--- config.mk ---
export PLATFORM = sky130hd
export DESIGN_NAME = dtim_arbiter
export DESIGN_NICKNAME = d
export VERILOG_FILES = /design/src/rtl/dtim_arbiter.sv
export SDC_FILE = /design/constraint.sdc
export NUM_CORES = 1
export LEC_CHECK = 0
export ABC_CLOCK_PERIOD_IN_PS = 4200
export BUFFER_PORTS_ARGS = -buffer_cell sky130_fd_sc_hd__buf_2
export CORE_AREA = 4 4 174 176
export CTS_CLUSTER_DIAMETER = 40
export CTS_CLUSTER_SIZE = 25
export DETAILED_ROUTE_END_ITERATION = 10
export DIE_AREA = 0 0 178 180
export PLACE_DENSITY = 0.45
export RECOVER_POWER = 25
export SLEW_MARGIN = 20
export SYNTH_ARGS = -nofsm -noshare
export SYNTH_HDL_FRONTEND = slang
export SYNTH_SLANG_ARGS = --single-unit
--- constraint.sdc ---
create_clock -name clk -period 4.2 [get_ports clk]
set_clock_uncertainty 0.05 [all_clocks]
set_input_delay 0.21 -clock clk [delete_from_list [all_inputs] [get_ports clk]]
set_output_delay 0.21 -clock clk [all_outputs]
set_load 0.02 [all_outputs]
--- src/rtl/dtim_arbiter.sv ---
// dtim_arbiter: shares the single-port DTIM RAM between the LSU (primary) and a DMA/bus port.
//
// Ports:
//   clk, reset_n                  clock, asynchronous active-low reset
//   FlushW                        suppresses a same-cycle LSU write
//   LSUReq/Write/Adr/WriteData/ByteMask   LSU request
//   LSUStall, LSUReadValid, LSUReadData   LSU status and read return
//   DmaReq/Write/Adr/WriteData/ByteMask   DMA request (held until DmaGnt)
//   DmaGnt, DmaRspValid, DmaReadData      DMA grant and read return
//   RamCe/We/Bwe/Adr/Din, RamDout         single-port RAM interface (1-cycle read latency)
module dtim_arbiter #(
  parameter int unsigned ADDR_WIDTH   = 10,
  parameter int unsigned DATA_WIDTH   = 64,
  parameter int unsigned STARVE_LIMIT = 4
) (
  input  logic                    clk,
  input  logic                    reset_n,
  input  logic                    FlushW,
  input  logic                    LSUReq,
  input  logic                    LSUWrite,
  input  logic [ADDR_WIDTH-1:0]   LSUAdr,
  input  logic [DATA_WIDTH-1:0]   LSUWriteData,
  input  logic [DATA_WIDTH/8-1:0] LSUByteMask,
  output logic                    LSUStall,
  output logic                    LSUReadValid,
  output logic [DATA_WIDTH-1:0]   LSUReadData,
  input  logic                    DmaReq,
  input  logic                    DmaWrite,
  input  logic [ADDR_WIDTH-1:0]   DmaAdr,
  input  logic [DATA_WIDTH-1:0]   DmaWriteData,
  input  logic [DATA_WIDTH/8-1:0] DmaByteMask,
  output logic                    DmaGnt,
  output logic                    DmaRspValid,
  output logic [DATA_WIDTH-1:0]   DmaReadData,
  output logic                    RamCe,
  output logic                    RamWe,
  output logic [DATA_WIDTH/8-1:0] RamBwe,
  output logic [ADDR_WIDTH-1:0]   RamAdr,
  output logic [DATA_WIDTH-1:0]   RamDin,
  input  logic [DATA_WIDTH-1:0]   RamDout
);

  localparam int unsigned BeW  = DATA_WIDTH / 8;
  localparam int unsigned CntW = $clog2(STARVE_LIMIT + 1);
  localparam logic [CntW-1:0] Limit = CntW'(STARVE_LIMIT);

  typedef enum logic [1:0] {RspNone, RspLsu, RspDma} rsp_e;

  rsp_e                  rsp_q, rsp_d;
  logic [CntW-1:0]       wait_q, wait_d;
  logic [DATA_WIDTH-1:0] lsu_hold_q, lsu_hold_d;
  logic [DATA_WIDTH-1:0] dma_hold_q, dma_hold_d;

  logic force_dma;
  logic gnt_lsu;
  logic lsu_we;

  // Grant: LSU wins unless the DMA port has been refused STARVE_LIMIT cycles in a row.
  always_comb begin
    force_dma = DmaReq & (wait_q == Limit);
    gnt_lsu   = LSUReq & ~force_dma;
    DmaGnt    = DmaReq & ~gnt_lsu;
    LSUStall  = LSUReq & ~gnt_lsu;
    // A flushed LSU write still occupies the RAM slot but must not modify memory.
    lsu_we    = LSUWrite & ~FlushW;
  end

  always_comb begin
    RamCe  = gnt_lsu | DmaGnt;
    RamWe  = 1'b0;
    RamBwe = '0;
    RamAdr = LSUAdr;
    RamDin = LSUWriteData;
    if (DmaGnt) begin
      RamAdr = DmaAdr;
      RamDin = DmaWriteData;
      RamWe  = DmaWrite;
      RamBwe = DmaWrite ? DmaByteMask : {BeW{1'b0}};
    end else if (gnt_lsu) begin
      RamWe  = lsu_we;
      RamBwe = lsu_we ? LSUByteMask : {BeW{1'b0}};
    end
  end

  // Starvation counter and response owner.
  always_comb begin
    wait_d = '0;
    if (DmaReq && !DmaGnt) begin
      wait_d = (wait_q == Limit) ? wait_q : wait_q + CntW'(1);
    end

    rsp_d = RspNone;
    if (gnt_lsu && !LSUWrite) begin
      rsp_d = RspLsu;
    end else if (DmaGnt && !DmaWrite) begin
      rsp_d = RspDma;
    end

    lsu_hold_d = (rsp_q == RspLsu) ? RamDout : lsu_hold_q;
    dma_hold_d = (rsp_q == RspDma) ? RamDout : dma_hold_q;
  end

  always_ff @(posedge clk or negedge reset_n) begin
    if (!reset_n) begin
      rsp_q      <= RspNone;
      wait_q     <= '0;
      lsu_hold_q <= '0;
      dma_hold_q <= '0;
    end else begin
      rsp_q      <= rsp_d;
      wait_q     <= wait_d;
      lsu_hold_q <= lsu_hold_d;
      dma_hold_q <= dma_hold_d;
    end
  end

  // Read data bypasses the hold register in the return cycle.
  always_comb begin
    LSUReadValid = (rsp_q == RspLsu);
    DmaRspValid  = (rsp_q == RspDma);
    LSUReadData  = LSUReadValid ? RamDout : lsu_hold_q;
    DmaReadData  = DmaRspValid ? RamDout : dma_hold_q;
  end

endmodule

# Word-level counts from Yosys, hierarchy flattened
# Cells that the tools add are included.
totals:
  out_inout_bits: 216
  inputBits: 235
  elab_cells: 38
  register_bits: 133
classes:
  mux: 14
  n_addsub: 1
  n_bitwise: 9
  n_eq_ne: 4
  reduce_logical: 6
ops:
  columns: ["op", "count"]
  rows:
  - ["64-bit 2-to-1 mux", 3]
  - ["8-bit 2-to-1 mux", 4]
  - ["10-bit 2-to-1 mux", 1]
  - ["3-bit 2-to-1 mux", 2]
  - ["1-bit bitwise AND", 5]
  - ["2-bit 2-to-1 mux", 2]
  - ["3-bit by 1-bit adder with 3-bit output, second input constant", 1]
  - ["3-bit == test, second input constant", 1]
  - ["1-bit logical AND", 3]
  - ["1-bit zero test", 3]
  - ["1-bit inverter", 3]
  - ["2-bit by 1-bit == test with 1-bit output, second input constant", 1]
  - ["2-bit == test, second input constant", 1]
  - ["1-bit 2-to-1 mux", 2]
  - ["2-bit inequality test, second input constant", 1]
  - ["1-bit bitwise OR", 1]

# Logic depth before layout (Yosys ltp)
depth:
  word_depth: 9
  mapped_depth: 7
  depth_no_buf: 5

# Least setup slack after synthesis
# Ideal clock, no wire load.
synth_timing:
  path_type: "reg-to-output"
  from: "reg wait_q[0]"
  to: "out RamDin[25]"
  path_slack_ns: 2.419
  t_arrival_ns: 1.521
  path_stages_with_launch: 8
  path_buffers: 2
  required_time_ns: 3.940
  cell_sequence: "dfrtp_1 inv_1 ha_1 a21bo_4 nand2_4 buf_12 buf_12 mux2_4"
synth_between:
  elab_chain_len: 7
synth_lines:
  columns: ["item", "line_no", "source"]
  rows:
  - ["start, declared", "50", "logic [CntW-1:0] wait_q, wait_d;"]
  - ["start signal, assigned", "111", "wait_q <= wait_d;"]
  - ["3-bit == test", "60", "force_dma = DmaReq & (wait_q == Limit);"]
  - ["1-bit bitwise AND", "60", null]
  - ["1-bit inverter", "61", "gnt_lsu = LSUReq & ~force_dma;"]
  - ["1-bit bitwise AND", "61", null]
  - ["1-bit inverter", "62", "DmaGnt = DmaReq & ~gnt_lsu;"]
  - ["1-bit bitwise AND", "62", null]
  - ["64-bit 2-to-1 mux", "74", "if (DmaGnt) begin"]
  - ["end, declared", "39", "output logic [DATA_WIDTH-1:0] RamDin,"]
# Every way passes these cells.

# Final worst setup path
layout_timing:
  from: "reg wait_q[0]"
  to: "out RamDin[15]"
# Same word-level chain as after synthesis.

==> run_results.csv <==
group,metric,value,unit
status,status,"finished with violations",
status,violations,"max-capacitance violations, max-slew violations",
pwr,p_clk_frac,0.360,
worst_setup_path,worstPathMaxFanout,45,
cts,cts_max_level,4,
job,cap_violations,2,
cts,clk_latency,0.40,ns
floorplan,rows,62,
cells_and_area,fin_util,0.347,
placement,placed_area,8780,µm²
floorplan,start_util,0.216,
worst_setup_path,critPathRequiredTime,3.94,ns
cts,cts.sinks,133,
floorplan,die_area,32000,µm²
cells_and_area,final_common_cell,"buf_2",
cts,ctsResizeCount,0,
worst_hold_path,whs_path_depth,2,
global_route,grt_overflow,0,
pwr,p_int,3.17,mW
cts,cts_hold_buf,48,
worst_setup_path,critPathTopFamily,"buffers and inverters",
cells_and_area,layout.nets,1130,
synth,yosysWarnings,0,
worst_setup_path,cp_num_buf_inv,3,
synth,ys.flop_type,"dfrtp_1",
worst_hold_path,hp-class,"in2reg",
cells_and_area,multi_input_area,2650,µm²
cells_and_area,drive_gt1_frac,0.762,
pwr,power.switching,1.47,mW
worst_setup_path,cpMaxStageDelayCell,"nand2_4",
synth,synth_area,6200,µm²
cells_and_area,final_area,9930,µm²
worst_setup_path,slowest_delay,0.49,ns
sta,slew_violations,79,
cells_and_area,fillers,2909,
cells_and_area,layout_common_cells,"buf_2 (448), mux2_2 (164), dfrtp_1 (133)",
synth,ys_async_sr_fraction,1.00,
floorplan,boundaryPins,451,
worst_setup_path,arrival,2.78,ns
worst_setup_path,path_cells,"inv_1 -> ha_1 -> a21bo_4 -> nand2_4 -> buf_4 -> mux2_2 -> buf_2",
detailed_routing,drtAntennaViolNets,0,
cts,clkTransAtPathRegs,0.06,ns
pwr,leakage,5.04,nW
cts,clock_path_buffers,2,
pwr,switching_share,0.317,
pwr,power_density,468,nW/µm²
global_route,grt_pass1_wl,37400,µm
sta,rsz0062_at_grt,"false",
worst_setup_path,worst-path-stages,7,
worst_hold_path,holdPathEnd,"lsu_hold_q[28]",
worst_setup_path,cp-end-kind,"output port",
detailed_routing,vias_per_cell,4.04,
placement,numPortBuffers,450,
worst_hold_path,min_from,"RamDout[28]",
cells_and_area,seqCellArea,3330,µm²
cts,cts-root-buf,"clkbuf_16",
cts,cts_tree,"built",
sta,min_period,3.04,ns
global_route,grt_pass1_vias,5789,
sta,hold_violations,0,
placement,place_inst,1209,
worst_setup_path,worst_r2r_endpoint,"lsu_hold_q[63]",
sta,fin_crit_sh,0.724,
pwr,power_frac_seq,0.338,
pwr,peakVddDrop,291,µV
detailed_routing,wl_per_cell,19.6,µm
detailed_routing,num_vias,5224,
sta,setup_viol_count_final,0,
synth,seq_area_frac_synth,0.537,
detailed_routing,dr.pass1.iters,4,
worst_setup_path,rrSetupSlack,2.33,ns
cells_and_area,stdcell_count,1294,
synth,avgSynthCellArea,15.8,µm²
detailed_routing,totalWireLength,25300,µm
sta,maxSlewHeadroom,-0.431,
cts,numCtsBuffers,17,
placement,gp_congestion,1.01,
synth,yosys_register_bits,133,
sta,worstMarginPinSlew,2.15,ns
worst_setup_path,start_kind,"flip-flop",
worst_setup_path,crit_type,"reg2out",
synth,netlist-cell-type-count,22,
global_route,grt.total_usage,0.154,
pwr,power,4.64,mW
sta,setup-tns-final,0,ns
worst_setup_path,r2r-start,"rsp_q[0]",
placement,dp_hpwl,20500,µm
cts,postCtsSetupBuffers,0,
global_route,grt_max_degree,65,
pwr,p_comb_frac,0.302,
floorplan,core_area,28600,µm²
sta,fmax,329,MHz
floorplan,die_h,180,µm
synth,synth_edf_count,0,
global_route,antenna_found_initial,13,
synth,syn-num-nets,630,
floorplan,die_x,178,µm
worst_setup_path,r2r_cells,3,
detailed_routing,drtIter0Drc,188,
cells_and_area,area_growth,60.2,%
detailed_routing,drc,0,
synth,syn_inst,393,
cell usage after synthesis (2+ instances only):
library cell | number | share of area
nand2_1 | 2 | 0.0012
buf_4 | 8 | 0.0097
buf_12 | 5 | 0.016
dfrtp_1 | 133 | 0.54
inv_1 | 5 | 0.0030
mux2_2 | 164 | 0.30
mux2_4 | 38 | 0.092
a22o_1 | 8 | 0.011
buf_2 | 11 | 0.0089
nor2_1 | 5 | 0.0030
ha_1 | 2 | 0.0040
and3_1 | 2 | 0.0020
worst max-delay path by stage:
stage | from | end | slack [ns]
after floorplan | wait_q[0] | RamDin[25] | 2.42
after global placement | wait_q[0] | RamDin[21] | 1.63
after detailed placement | wait_q[0] | RamDin[15] | 1.60
after CTS | wait_q[0] | RamDin[15] | 1.14
after global routing | reset_n | lsu_hold_q[5] | 0.78
final | wait_q[0] | RamDin[15] | 1.16
metal layers:
layer | routed length, µm | GRT usage
met5 | 90 | 0
met4 | 389 | 0.0424
met3 | 2660 | 0.0746
met2 | 12300 | 0.258
met1 | 9880 | 0.175
cell families after synthesis:
kind of cell | count (synthesis) | synth area share
buffers and inverters | 29 | 0.0378
AND/OR/NAND/NOR | 16 | 0.0145
XOR/XNOR | 1 | 0.00141
flip-flops | 133 | 0.537
adder cells (fa/ha/maj) | 2 | 0.00404
AO/OA/AOI/OAI | 10 | 0.0151
multiplexers | 202 | 0.390
power groups by stage:
stage,combinational (mW),sequential [mW],clock [mW]
floorplan,0.856,1.58,0
global placement,1.39,1.59,0
detailed placement,1.39,1.59,0
CTS,1.43,1.57,1.74
global route,1.51,1.59,1.80
finish,1.40,1.57,1.67
through the flow:
step	hold slack [ns]	setup WS, ns
floorplan	-0.136	2.42
finish	0.0255	1.16
detailed placement	0.176	1.60
global placement	0.184	1.63
CTS	0.000119	1.14
global route	0.00435	0.776
final cells by class:
cell class / instances / share of cell area
multi-input cells: 231 / 0.267
diodes: 4 / 0.00101
clock buffers: 19 / 0.0436
repair buffers: 505 / 0.281
well taps: 384 / 0.0484
inverters: 5 / 0.00189
flip-flops and latches: 133 / 0.335
clock inverters: 13 / 0.0222
flip-flops by register name (all words and copies together), names as in the netlist:
| name | flops |
|---|---|
| rsp_q | 2 |
| dma_hold_q | 64 |
| wait_q | 3 |
| lsu_hold_q | 64 |
Power figures use the tool's default switching activity.
